### config.mk
export PLATFORM = sky130hd
export DESIGN_NAME = fetch_queue
export DESIGN_NICKNAME = d
export VERILOG_FILES = /design/src/rtl/fetch_queue.sv
export SDC_FILE = /design/constraint.sdc
export NUM_CORES = 1
export LEC_CHECK = 0
export BUFFER_PORTS_ARGS = -buffer_cell sky130_fd_sc_hd__buf_2
export CAP_MARGIN = 20
export CELL_PAD_IN_SITES_DETAIL_PLACEMENT = 1
export CELL_PAD_IN_SITES_GLOBAL_PLACEMENT = 2
export CORE_ASPECT_RATIO = 0.8
export CORE_MARGIN = 4
export CORE_UTILIZATION = 40
export CTS_BUF_LIST = sky130_fd_sc_hd__clkbuf_16
export CTS_CLUSTER_SIZE = 12
export DETAILED_ROUTE_END_ITERATION = 7
export GPL_ROUTABILITY_DRIVEN = 0
export PLACE_DENSITY = 0.83
export SETUP_SLACK_MARGIN = 0.15
export SLEW_MARGIN = 10
export SYNTH_ARGS = -nofsm -noshare
export SYNTH_HDL_FRONTEND = slang
export SYNTH_SLANG_ARGS = --single-unit
### constraint.sdc
create_clock -name clk -period 2.78 [get_ports clk]
set_clock_uncertainty 0.1 [all_clocks]
set_input_delay 0.556 -clock clk [delete_from_list [all_inputs] [get_ports clk]]
set_output_delay 0.556 -clock clk [all_outputs]
set_load 0.02 [all_outputs]
### src/rtl/fetch_queue.sv
// Fetch-to-decode instruction queue: FWFT FIFO of {pc, instr, adel} with redirect flush.
// Optional same-cycle empty bypass when FETCH_QUEUE_BYPASS_EN is defined.
module fetch_queue #(
  parameter int unsigned DEPTH     = 4,
  parameter int unsigned AW        = 2,
  parameter logic [31:0] NOP_INSTR = 32'h0000_0000
) (
  input  logic          clk,
  input  logic          reset,
  input  logic          flush,
  input  logic          in_valid,
  input  logic [31:0]   in_pc,
  input  logic [31:0]   in_instr,
  output logic          in_ready,
  output logic          out_valid,
  output logic [31:0]   out_pc,
  output logic [31:0]   out_instr,
  output logic          out_adel,
  input  logic          out_ready,
  output logic [AW:0]   count,
  output logic          full,
  output logic          empty
);

  localparam logic [AW:0]   FULL_CNT = (AW+1)'(DEPTH);
  localparam logic [AW:0]   CNT_ONE  = (AW+1)'(1);
  localparam logic [AW-1:0] PTR_ONE  = AW'(1);

  logic [31:0]   pc_mem    [DEPTH];
  logic [31:0]   instr_mem [DEPTH];
  logic          adel_mem  [DEPTH];
  logic [AW-1:0] wp, rp;
  logic [AW:0]   cnt;
  logic          push, pop, wr_en;

  assign count    = cnt;
  assign full     = (cnt == FULL_CNT);
  assign empty    = (cnt == '0);
  assign in_ready = !full;
  assign pop      = !empty && out_ready;
  assign wr_en    = push && !flush && !reset;

`ifdef FETCH_QUEUE_BYPASS_EN
  logic bypass;
  // An empty queue forwards the fetch pair directly; it is only stored if decode stalls.
  assign bypass    = empty && in_valid && !flush && !reset;
  assign out_valid = !empty || bypass;
  assign push      = in_valid && in_ready && !(bypass && out_ready);
`else
  assign out_valid = !empty;
  assign push      = in_valid && in_ready;
`endif

  always_comb begin
    out_pc    = '0;
    out_instr = NOP_INSTR;
    out_adel  = 1'b0;
    if (!empty) begin
      out_pc    = pc_mem[rp];
      out_instr = instr_mem[rp];
      out_adel  = adel_mem[rp];
    end
`ifdef FETCH_QUEUE_BYPASS_EN
    else if (bypass) begin
      out_pc    = in_pc;
      out_instr = in_instr;
      out_adel  = |in_pc[1:0];
    end
`endif
  end

  // Payload storage is never cleared; only pointers and occupancy are reset.
  always_ff @(posedge clk) begin
    if (wr_en) begin
      pc_mem[wp]    <= in_pc;
      instr_mem[wp] <= in_instr;
      adel_mem[wp]  <= |in_pc[1:0];
    end
  end

  always_ff @(posedge clk) begin
    if (reset || flush) begin
      wp  <= '0;
      rp  <= '0;
      cnt <= '0;
    end else begin
      if (push) wp <= wp + PTR_ONE;
      if (pop)  rp <= rp + PTR_ONE;
      case ({push, pop})
        2'b10:   cnt <= cnt + CNT_ONE;
        2'b01:   cnt <= cnt - CNT_ONE;
        default: cnt <= cnt;
      endcase
    end
  end

endmodule

**Word level (Yosys, flattened, before mapping)**

Memories as Yosys holds them, arrays and structs flattened. A register that Yosys moved wholly into a read port is not among the register bits.
Cells that the tools add are included.

- Memories kept: 3
- Word-level logic and storage cells: 37
- Register bits: 7
- Output and inout bits: 72
- RAM bits: 260

Memory list:

| memory | words | width | rd ports | clocked after Yosys merged registers in | write ports | line | RTL |
|---|---|---|---|---|---|---|---|
| instr_mem | 4 | 32 | 1 | 1 | 1 | 30 | `logic [31:0] instr_mem [DEPTH];` |
| pc_mem | 4 | 32 | 1 | 1 | 1 | 29 | `logic [31:0] pc_mem [DEPTH];` |
| adel_mem | 4 | 1 | 1 | 1 | 1 | 31 | `logic adel_mem [DEPTH];` |

- Multiplexer cells: 12
- Eq/ne operators: 3
- $add $sub $neg: 4
- Reduce and logical (&&, ||, !) cells: 12

Operator list:

| kind | count |
|---|---|
| $mux 32 | 2 |
| $mux 2 | 6 |
| $pmux 3 s2 | 1 |
| $add 2x1->2 const B | 2 |
| $logic_and 1x1->1 | 4 |
| $logic_not 1->1 | 4 |
| $add 3x1->3 const B | 1 |
| $eq 3x3->1 const B | 1 |
| $logic_not 3->1 | 1 |
| $mux 1 | 3 |
| $sub 3x1->3 const B | 1 |
| $eq 2x1->1 const B | 1 |
| $eq 2x2->1 const B | 1 |
| $reduce_bool 2->1 | 1 |
| $reduce_or 2->1 | 1 |
| $logic_or 1x1->1 | 1 |

**Longest topological paths before layout**

Gate-level depths: netlist (run 1).

- Depth in word-level cells: 7
- Depth in mapped cells: 10
- Gate-level depth less buffers: 9

**Least setup slack after synthesis (run 1)**

No wires, ideal clock.

- Kind: register to register
- Start: reg cnt[0], in the netlist count[0]
- End: mem adel_mem[0] (enable)
- Cell stages (with the launch flop): 5
- Buffers on the path: 1
- Arrival: 2758 ps
- Slack: -508 ps
- Period minus slack after synthesis: 3288 ps
- Cell sequence: dfxtp_1 > or3b_1 > clkbuf_1 > and2_4 > and3_1

- Longest elaborated chain between the ends: 7

RTL lines:

| element | line | RTL |
|---|---|---|
| start, declared | 33 | `logic [AW:0] cnt;` |
| start signal, assigned | 90 | `2'b10: cnt <= cnt + CNT_ONE;` |
| start signal, assigned | 91 | `2'b01: cnt <= cnt - CNT_ONE;` |
| start signal, assigned | 92 | `default: cnt <= cnt;` |
| $eq 3x3->1 | 37 | `assign full = (cnt == FULL_CNT);` |
| $logic_not 1->1 | 39 | `assign in_ready = !full;` |
| named net in_ready | 14 | `output logic in_ready,` |
| $logic_and 1x1->1 | 51 | `assign push = in_valid && in_ready;` |
| $logic_and 1x1->1 (2 in a row) | 41 | `assign wr_en = push && !flush && !reset;` |
| $mux 1 | 74 | `if (wr_en) begin` |
| $mux 1 (implied by the code) | 77 | `adel_mem[wp] <= \|in_pc[1:0];` |
| end, declared | 31 |  |

The timed path passes the listed nets, and every way through them passes these cells.

==> results of run 1 <==
[placed cells by master (no fill, tap or decap)]
| cell type | instances |
|---|---|
| ha_1 | 5 |
| clkinv_1 | 4 |
| and2_1 | 1 |
| a21o_1 | 1 |
| nand4b_1 | 1 |
| or3_4 | 1 |
| nand2_1 | 2 |
| or3_1 | 2 |
| buf_12 | 11 |
| o21ai_0 | 4 |
| nand4_1 | 1 |
| inv_1 | 21 |
| nand3_1 | 1 |
| buf_6 | 65 |
| or3b_4 | 1 |
| buf_4 | 5 |
| xor2_1 | 2 |
| fa_1 | 1 |
| buf_16 | 10 |
| and3_4 | 4 |
| mux4_2 | 65 |
| buf_2 | 75 |
| dfxtp_2 | 2 |
| o31ai_2 | 1 |
| dfxtp_1 | 5 |
| a21oi_1 | 4 |
| edfxtp_1 | 260 |
| or2_2 | 2 |
| clkbuf_16 | 27 |
| dfxtp_4 | 2 |
| nor2_1 | 4 |
| and2_4 | 66 |
| bufinv_16 | 1 |
| buf_8 | 1 |
[worst max-delay path by stage]
stage                                        to  slack [ns]  cells past startpoint
final                                out_pc[11]        0.03                      6
after global routing                 out_pc[14]       -0.03                      6
after CTS                            out_pc[11]       -0.01                      6
after detailed placement  count[2]$_SDFFE_PP0P_        0.20                      9
after global placement    count[2]$_SDFFE_PP0P_        0.36                      9
after floorplan           count[2]$_SDFFE_PP0P_        0.16                     10
[flip-flops by register name, summed over array words and instances (netlist names), named ones only]
register	cells
instr_mem	128
wp	2
count	3
pc_mem	128
rp	2
adel_mem	4
[final cells by class]
type / instances / area, um^2
fillers: 2271 / 12170
clock inverters: 18 / 93.84
inverters: 8 / 30.03
well taps: 324 / 405.4
clock buffers: 27 / 675.6
flip-flops and latches: 269 / 7998
repair buffers: 167 / 1655
multi-input cells: 169 / 2344
[per-stage QoR]
step | cell area (um^2) | hold slack, ns | std cells | setup WS (ns)
floorplan | 10320 | 0.3591 | 469 | 0.1612
global placement | 11520 | 0.3748 | 923 | 0.3587
detailed placement | 11520 | 0.4141 | 923 | 0.1976
CTS | 13190 | 0.1236 | 981 | -0.01438
global route | 13200 | 0.1357 | 982 | -0.03358
finish | 13200 | 0.1565 | 982 | 0.03217
[layer usage]
metal	routed length [um]	global-route usage, %	vias up
met4	462	3.412	4
met3	993	3.115	35
li1	-	-	2234
met5	27	0	-
met2	11100	26.86	138
met1	9272	20.25	2603
[Yosys cell counts]
cell	n	share of area [%]
or3_4	1	0.11
fa_1	1	0.19
nand4b_1	1	0.085
inv_1	8	0.29
and2_1	66	4.0
dfxtp_1	9	1.7
ha_1	5	0.61
buf_2	7	0.34
o31ai_2	1	0.12
nand2_1	2	0.073
and3_1	4	0.24
o21ai_0	4	0.19
nor2_1	4	0.15
buf_6	6	0.65
xor2_1	2	0.17
clkbuf_1	10	0.36
or3b_1	1	0.085
or3_1	2	0.12
nand3_1	1	0.048
mux4_2	65	14
or2_2	2	0.12
a21o_1	1	0.073
and2_4	1	0.085
a21oi_1	4	0.19
edfxtp_1	260	76
nand4_1	1	0.061
[power breakdown]
part / internal, mW / switching [mW] / leakage [nW] / total (mW)
combinational: 0.311 / 0.309 / 1.69 / 0.620
clock: 1.82 / 1.36 / 0.422 / 3.19
sequential: 4.49 / 0.0124 / 2.42 / 4.50
[repair_timing]
action	4_1_cts	5_1_grt
gates resized for setup	207	3
cloned	8	0
hold endpoints to repair	0	0
setup buffers	5	1
setup endpoints to repair	65	66
[critical path, delay by kind of cell, from the launching register on]
family / cells / cell delay [ns]
buffers and inverters: 4 / 0.51
multiplexers: 1 / 0.52
flip-flops: 1 / 0.37
AND/OR/NAND/NOR: 1 / 0.18
[cell families after synthesis]
| group | Yosys count | synth area share, % |
|---|---|---|
| AND/OR/NAND/NOR | 86 | 5.179 |
| buffers and inverters | 31 | 1.649 |
| XOR/XNOR | 2 | 0.1698 |
| adder cells (fa/ha/maj) | 6 | 0.8005 |
| flip-flops | 269 | 77.43 |
| multiplexers | 65 | 14.19 |
| AO/OA/AOI/OAI | 10 | 0.5822 |
==> impl_metrics.env, run 1 <==
export IMPL_cap_violations=0
export IMPL_grt_pass1_vias=5703
export IMPL_ctsHoldBuffers=0
export IMPL_cts_buffers=27
export IMPL_cp_slowest_cell="mux4_2"
export IMPL_r2r_end="count[2]$_SDFFE_PP0P_"
export IMPL_dieArea_mm2=0.02844
export IMPL_die_h_um=151.6
export IMPL_slew_headroom_pct=64.71
export IMPL_min_period_ns=2.748
export IMPL_fmax_mhz=363.9
export IMPL_hold_violations=0
export IMPL_nets=717
export IMPL_num_io_pins=141
export IMPL_worst_ep_required_time_ns=2.12
export IMPL_core_area_mm2=0.02537
export IMPL_setup_viol_count_final=0
export IMPL_vias=5014
export IMPL_route_detailed_drc=0
export IMPL_r2r_cells=9
export IMPL_dr_pass1_iters=4
export IMPL_grt_overflow_total=0
export IMPL_avgSynthCellArea_um2=22.00
export IMPL_syn_instance_count=469
export IMPL_critPathMaxFanout=7
export IMPL_crit_chain="buf_12 > buf_12 > buf_16 > mux4_2 > and2_4 > buf_6"
export IMPL_total_power_mw=8.305
export IMPL_rsz0062_at_grt="true"
export IMPL_portBuffers=140
export IMPL_first_iter_violations=308
export IMPL_synth_warnings=0
export IMPL_cts_tree="done"
export IMPL_leakagePower_nw=4.533
export IMPL_maxSlewViolCount=0
export IMPL_drt_total_wl_um=21860
export IMPL_rows=52
export IMPL_status="finished, final reports clean"
export IMPL_area_growth_syn_to_layout_pct=27.97
export IMPL_die_w_um=187.6
export IMPL_slowest_delay_ns=0.52
export IMPL_finalCritPeriodShare_pct=98.84
export IMPL_clk_pin_slew_ns=0.06
export IMPL_clock_path_buffers=3
export IMPL_drive_above_1_share_pct=51.52
export IMPL_ys_seq_area_share_pct=77.43
export IMPL_rrSetupSlack_ns=0.30
export IMPL_via_per_inst=5.106
export IMPL_crit_arrival_ns=2.09
export IMPL_antennaDiodeCount=0
export IMPL_grt_pass1_wl_um=33780
export IMPL_cts_sinks=269
export IMPL_synth_seq_cells=269
export IMPL_cts_root_buf="clkbuf_16"
export IMPL_syn_num_nets=544
export IMPL_grt_max_degree=69
export IMPL_fin_tns_setup_ns=0
export IMPL_hp_start="in_instr[16]"
export IMPL_worst_pin_slew_ns=0.5274
export IMPL_h_tree_depth=1
export IMPL_hold_path_class="in2reg"
export IMPL_utilization_pct=52.03
export IMPL_wl_per_cell_um=22.26
export IMPL_insertion_delay_ns=0.51
export IMPL_cp_common_cell="buf_12"
export IMPL_power_density_mw_per_mm2=629.1
export IMPL_reg2reg_from="count[2]$_SDFFE_PP0P_"
export IMPL_critPathLaunchType="flip-flop"
export IMPL_grt_use_total_pct=15.37
export IMPL_initial_core_util_pct=40.66
export IMPL_synthesis_area_mm2=0.01032
export IMPL_cp_end_kind="output port"
export IMPL_peakVddDrop_v=0.0003554
export IMPL_antenna_found_initial=2
export IMPL_dpl_hpwl_um=12790
export IMPL_ys_types=26
export IMPL_ant_nets=0
export IMPL_crit_type="reg2out"
export IMPL_min_to="instr_mem[3][16]$_DFFE_PP_"
export IMPL_worstHoldPathCells=1
Note: power is estimated with default switching activity, not from simulation.
==> run 2: changes to the inputs <==
--- a/config.mk
+++ b/config.mk
@@ -16,7 +16,7 @@
 export CTS_CLUSTER_SIZE = 12
 export DETAILED_ROUTE_END_ITERATION = 7
 export GPL_ROUTABILITY_DRIVEN = 0
-export PLACE_DENSITY = 0.83
+export PLACE_DENSITY_LB_ADDON = 0.1
 export SETUP_SLACK_MARGIN = 0.15
 export SLEW_MARGIN = 10
 export SYNTH_ARGS = -nofsm -noshare
==> impl_metrics.env, run 2 (synthesized netlist as in run 1, its figures left out) <==
export IMPL_hold_violations=0
export IMPL_cp_slowest_cell="mux4_2"
export IMPL_power_frac_clock_pct=39.2
export IMPL_dp_slack_ns=0.2846
export IMPL_layout_common_cells="260 x edfxtp_1, 90 x buf_2, 65 x mux4_2"
export IMPL_p_seq_share_pct=53.9
export IMPL_grt_pass1_wl_um=34190
export IMPL_peakVddDrop_v=0.0004315
export IMPL_sw_frac_of_total_pct=21.21
export IMPL_p_switching_mw=1.771
export IMPL_die_w_um=187.6
export IMPL_route_detailed_drc=0
export IMPL_die_h_um=151.6
export IMPL_num_io_pins=141
export IMPL_finalCritPeriodShare_pct=97.87
export IMPL_hold_path_class="in2reg"
export IMPL_rows=52
export IMPL_utilization_pct=51.70
export IMPL_fill_cells=2300
export IMPL_mostFrequentLayoutCell="edfxtp_1"
export IMPL_ant_nets=0
export IMPL_cts_buffers=28
export IMPL_h_tree_depth=1
export IMPL_leakagePower_nw=4.531
export IMPL_cp_common_cell="buf_12"
export IMPL_crit_arrival_ns=2.06
export IMPL_cts_root_buf="clkbuf_16"
export IMPL_via_per_inst=5.104
export IMPL_setup_viol_count_final=0
export IMPL_wl_per_cell_um=22.26
export IMPL_final_cell_area_mm2=0.01312
export IMPL_antenna_found_initial=3
export IMPL_cp_end_kind="output port"
export IMPL_crit_type="reg2out"
export IMPL_slowest_delay_ns=0.49
export IMPL_initial_core_util_pct=40.66
export IMPL_status="finished, final reports clean"
export IMPL_grt_use_total_pct=15.76
export IMPL_clock_path_buffers=3
export IMPL_worst_ep_required_time_ns=2.12
export IMPL_vias=5094
export IMPL_cts_tree="done"
export IMPL_insertion_delay_ns=0.53
export IMPL_nets=725
export IMPL_fmax_mhz=367.6
export IMPL_largestRegisters="instr_mem: 128 flops, pc_mem: 128 flops, adel_mem: 4 flops"
export IMPL_drive_above_1_share_pct=48.96
export IMPL_placed_area_mm2=0.01165
export IMPL_critPathMaxFanout=5
export IMPL_ctsHoldBuffers=0
export IMPL_core_area_mm2=0.02537
export IMPL_critPathLaunchType="flip-flop"
export IMPL_drt_total_wl_um=22220
export IMPL_slew_headroom_pct=72.53
export IMPL_worst_pin_slew_ns=0.4121
export IMPL_clk_pin_slew_ns=0.06
export IMPL_power_density_mw_per_mm2=636.5
export IMPL_portBuffers=140
export IMPL_first_iter_violations=227
export IMPL_internal_power_mw=6.579
export IMPL_area_growth_syn_to_layout_pct=27.16
export IMPL_crit_chain="buf_12 > buf_12 > buf_16 > mux4_2 > and2_4 > buf_6"
export IMPL_fin_ws_ns=0.05935
export IMPL_dr_pass1_iters=5
export IMPL_cts_sinks=269
export IMPL_grt_max_degree=69
export IMPL_grt_overflow_total=0
export IMPL_grt_pass1_vias=5720
export IMPL_combPwrFrac_pct=6.9
export IMPL_dieArea_mm2=0.02844
export IMPL_cap_violations=0
export IMPL_min_period_ns=2.721
export IMPL_rsz0062_at_grt="true"
export IMPL_dpl_hpwl_um=13350
export IMPL_maxSlewViolCount=0
## run 2: cell types whose count changed in the layout (fill, tap and decap cells not counted), sizes merged
cell    before  now
clkbuf      27   28
inv         21   19
diode        0    2
clkinv       4   13
buf        167  174
bufinv       1    0
## run 2: layout make-up
class	instances	area, um^2	share of cell area (%)
sequential	269	7995	60.95
inverter	8	30.03	0.2289
multi-input combinational	169	2296	17.50
clock buffer	28	700.7	5.341
tap	324	405.4	3.090
timing repair buffer	174	1579	12.04
antenna	2	5.005	0.03815
clock inverter	24	106.4	0.8108
## run 2: repair_timing
item	CTS	global route
buffers inserted	7	0
setup endpoints to repair	65	65
resized for setup	76	76
gates cloned	5	0
## run 2: final timing paths
| path | start | endpoint | slack (ns) | cells after the start |
|---|---|---|---|---|
| worst max register to register | count[2]$_SDFFE_PP0P_ | count[2]$_SDFFE_PP0P_ | 0.28 | 9 |
| worst min-delay path | in_pc[30] | pc_mem[3][30]$_DFFE_PP_ | 0.13 | 1 |
| worst min register to register | rp[1]$_SDFFE_PP0P_ | flip-flop | 0.39 | 2 |
| worst max-delay path | flip-flop | out_instr[22] | 0.06 | 6 |
## run 2: through the flow
stage               power (mW)  hold WS [ns]  TNS [ns]  cells
finish                   8.350        0.1300         0    998
global route             8.683        0.1078   -0.1042    996
CTS                      8.436       0.09986         0    996
detailed placement       5.057        0.3882         0    932
global placement         5.040        0.3605         0    932
floorplan                4.832        0.3591         0    469
## run 2: critical path: cells and delay by family, from the launching register on
kind | cells | cell delay (ns)
DFF | 1 | 0.36
buffers and inverters | 4 | 0.52
and+or+nand+nor | 1 | 0.17
muxes | 1 | 0.49
## run 2: routing by layer
| metal | track usage [%] | routed length (um) | up-vias | part of all wire [%] |
|---|---|---|---|---|
| met2 | 27.39 | 11280 | 128 | 51 |
| met3 | 3.802 | 1213 | 38 | 5.5 |
| li1 | - | - | 2265 | - |
| met5 | 0 | 38 | - | 0.17 |
| met4 | 3.595 | 462 | 6 | 2.1 |
| met1 | 20.45 | 9222 | 2657 | 42 |
## run 2: power groups by stage
stage / Sequential, mW / Combinational [mW] / Clock (mW)
detailed placement: 4.59 / 0.472 / 0
floorplan: 4.59 / 0.245 / 0
finish: 4.50 / 0.575 / 3.28
global placement: 4.58 / 0.459 / 0
global route: 4.50 / 0.623 / 3.56
CTS: 4.50 / 0.543 / 3.39
==> run 3: changes to the inputs <==
--- a/config.mk
+++ b/config.mk
@@ -11,7 +11,7 @@
 export CELL_PAD_IN_SITES_GLOBAL_PLACEMENT = 2
 export CORE_ASPECT_RATIO = 0.8
 export CORE_MARGIN = 4
-export CORE_UTILIZATION = 40
+export CORE_UTILIZATION = 44
 export CTS_BUF_LIST = sky130_fd_sc_hd__clkbuf_16
 export CTS_CLUSTER_SIZE = 12
 export DETAILED_ROUTE_END_ITERATION = 7
==> constraint.sdc (replaced) <==
create_clock -name clk -period 3 [get_ports clk]
set_clock_uncertainty 0.1 [all_clocks]
set_input_delay 0.6 -clock clk [delete_from_list [all_inputs] [get_ports clk]]
set_output_delay 0.6 -clock clk [all_outputs]
set_load 0.02 [all_outputs]
==> impl_metrics.env, run 3 (synthesized netlist as in run 1, its figures left out) <==
export IMPL_status="finished, final reports clean"
export IMPL_core_area_mm2=0.02275
export IMPL_maxSlewViolCount=0
export IMPL_route_detailed_drc=0
export IMPL_cts_sinks=269
export IMPL_die_w_um=179.2
export IMPL_grt_max_degree=43
export IMPL_setup_viol_count_final=0
export IMPL_vias=4997
export IMPL_fin_tns_setup_ns=0
export IMPL_cts_root_buf="clkbuf_16"
export IMPL_fin_ws_ns=0.2076
export IMPL_rsz0062_at_grt="true"
export IMPL_grt_overflow_total=0
export IMPL_dp_slack_ns=0.5403
export IMPL_die_h_um=145.0
export IMPL_largestRegisters="instr_mem: 128 flops, pc_mem: 128 flops, adel_mem: 4 flops"
export IMPL_antennaDiodeCount=0
export IMPL_ant_nets=0
export IMPL_worst_pin_slew_ns=0.4884
export IMPL_dpl_hpwl_um=12690
export IMPL_nets=711
export IMPL_power_density_mw_per_mm2=624.4
export IMPL_drt_total_wl_um=21930
export IMPL_critPathLaunchType="flip-flop"
export IMPL_clock_path_buffers=3
export IMPL_cts_tree="done"
export IMPL_insertion_delay_ns=0.52
export IMPL_cp_end_kind="output port"
export IMPL_leakagePower_nw=4.333
export IMPL_mostFrequentLayoutCell="edfxtp_1"
export IMPL_crit_arrival_ns=2.09
export IMPL_hp_start="in_instr[24]"
export IMPL_min_period_ns=2.792
export IMPL_portBuffers=140
export IMPL_hold_violations=0
export IMPL_worst_ep_required_time_ns=2.30
export IMPL_slew_headroom_pct=67.32
export IMPL_critPathMaxFanout=13
export IMPL_crit_type="reg2out"
export IMPL_grt_use_total_pct=16.70
export IMPL_grt_pass1_wl_um=33430
export IMPL_fill_cells=2022
export IMPL_hold_path_class="in2reg"
export IMPL_h_tree_depth=1
export IMPL_drive_above_1_share_pct=41.44
export IMPL_layout_common_cells="260 x edfxtp_1, 140 x buf_2, 66 x and2_1"
export IMPL_first_iter_violations=307
export IMPL_fmax_mhz=358.1
export IMPL_area_growth_syn_to_layout_pct=21.31
export IMPL_cap_violations=0
export IMPL_cts_buffers=28
export IMPL_reg2reg_from="count[2]$_SDFFE_PP0P_"
export IMPL_finalCritPeriodShare_pct=93.08
export IMPL_grt_pass1_vias=5735
export IMPL_rrSetupSlack_ns=0.39
export IMPL_via_per_inst=5.205
export IMPL_initial_core_util_pct=45.35
export IMPL_clk_pin_slew_ns=0.06
export IMPL_wl_per_cell_um=22.84
export IMPL_dr_pass1_iters=6
export IMPL_antenna_found_initial=3
export IMPL_num_io_pins=141
export IMPL_peakVddDrop_v=0.0004432
export IMPL_dieArea_mm2=0.02598
export IMPL_rows=49
[run 3: cell types whose count changed in the layout (fill, tap and decap cells not counted), moves of 3 or more]
cell,delta
buf_6,-40
clkinv_1,-3
and2_4,-47
inv_1,-3
buf_4,-17
and2_1,+47
buf_2,+50
buf_12,-5
buf_16,-4
[run 3: power breakdown]
part | switching (mW) | internal, mW
clock | 1.32 | 1.89
sequential | 0.0134 | 4.16
combinational | 0.261 | 0.174
total | 1.59 | 6.22
[run 3: critical path, stage by stage (launching register included)]
cell and delay [ns]:
dfxtp_4 0.37, buf_12 0.14, clkbuf_16 0.22, mux4_2 0.51, and2_1 0.17, buf_2 0.15
[run 3: final cells by class]
type	count	area [um^2]	area share, %
Timing Repair Buffer	159	1066	8.518
Multi-Input combinational cell	170	2186	17.47
Tap cell	306	382.9	3.059
Sequential cell	269	7996	63.90
Clock buffer	29	725.7	5.799
Clock inverter	19	127.6	1.020
Inverter	8	30.03	0.2400
[run 3: metal layers]
layer  global-route usage [%]  vias to the layer above  wire, um
li1                         -                     2227         -
met1                    22.65                     2613      9436
met2                    28.10                      119     10890
met4                    3.578                        6       367
met5                        0                        -        41
met3                    3.667                       32      1192
[run 3: what timing repair did]
item	in CTS	in global routing
gates resized for setup	2	3
cloned	2	2
endpoints found under the hold margin	0	0
hold buffers	0	0
endpoints found under the setup margin	52	54
pin swaps	0	1
setup buffers	1	2
[run 3: path summary, 6_finish.rpt]
path                                     end  cells past startpoint
setup / recovery               out_instr[17]                      5
hold / removal    instr_mem[1][24]$_DFFE_PP_                      1
setup reg to reg       count[2]$_SDFFE_PP0P_                      9
hold reg to reg                    flip-flop                      2
[run 3: metrics by stage]
step	hold slack (ns)	instances	total power, mW	utilization, %	instance area, um^2
2_1_floorplan	0.3591	469	4.477	-	10320
3_3_place_gp	0.3599	905	4.662	50.66	11520
3_5_place_dp	0.4093	905	4.677	50.66	11520
4_1_cts	0.1611	956	7.899	54.76	12450
5_1_grt	0.1651	960	8.125	55.02	12510
6_report	0.1827	960	7.814	55.02	12510
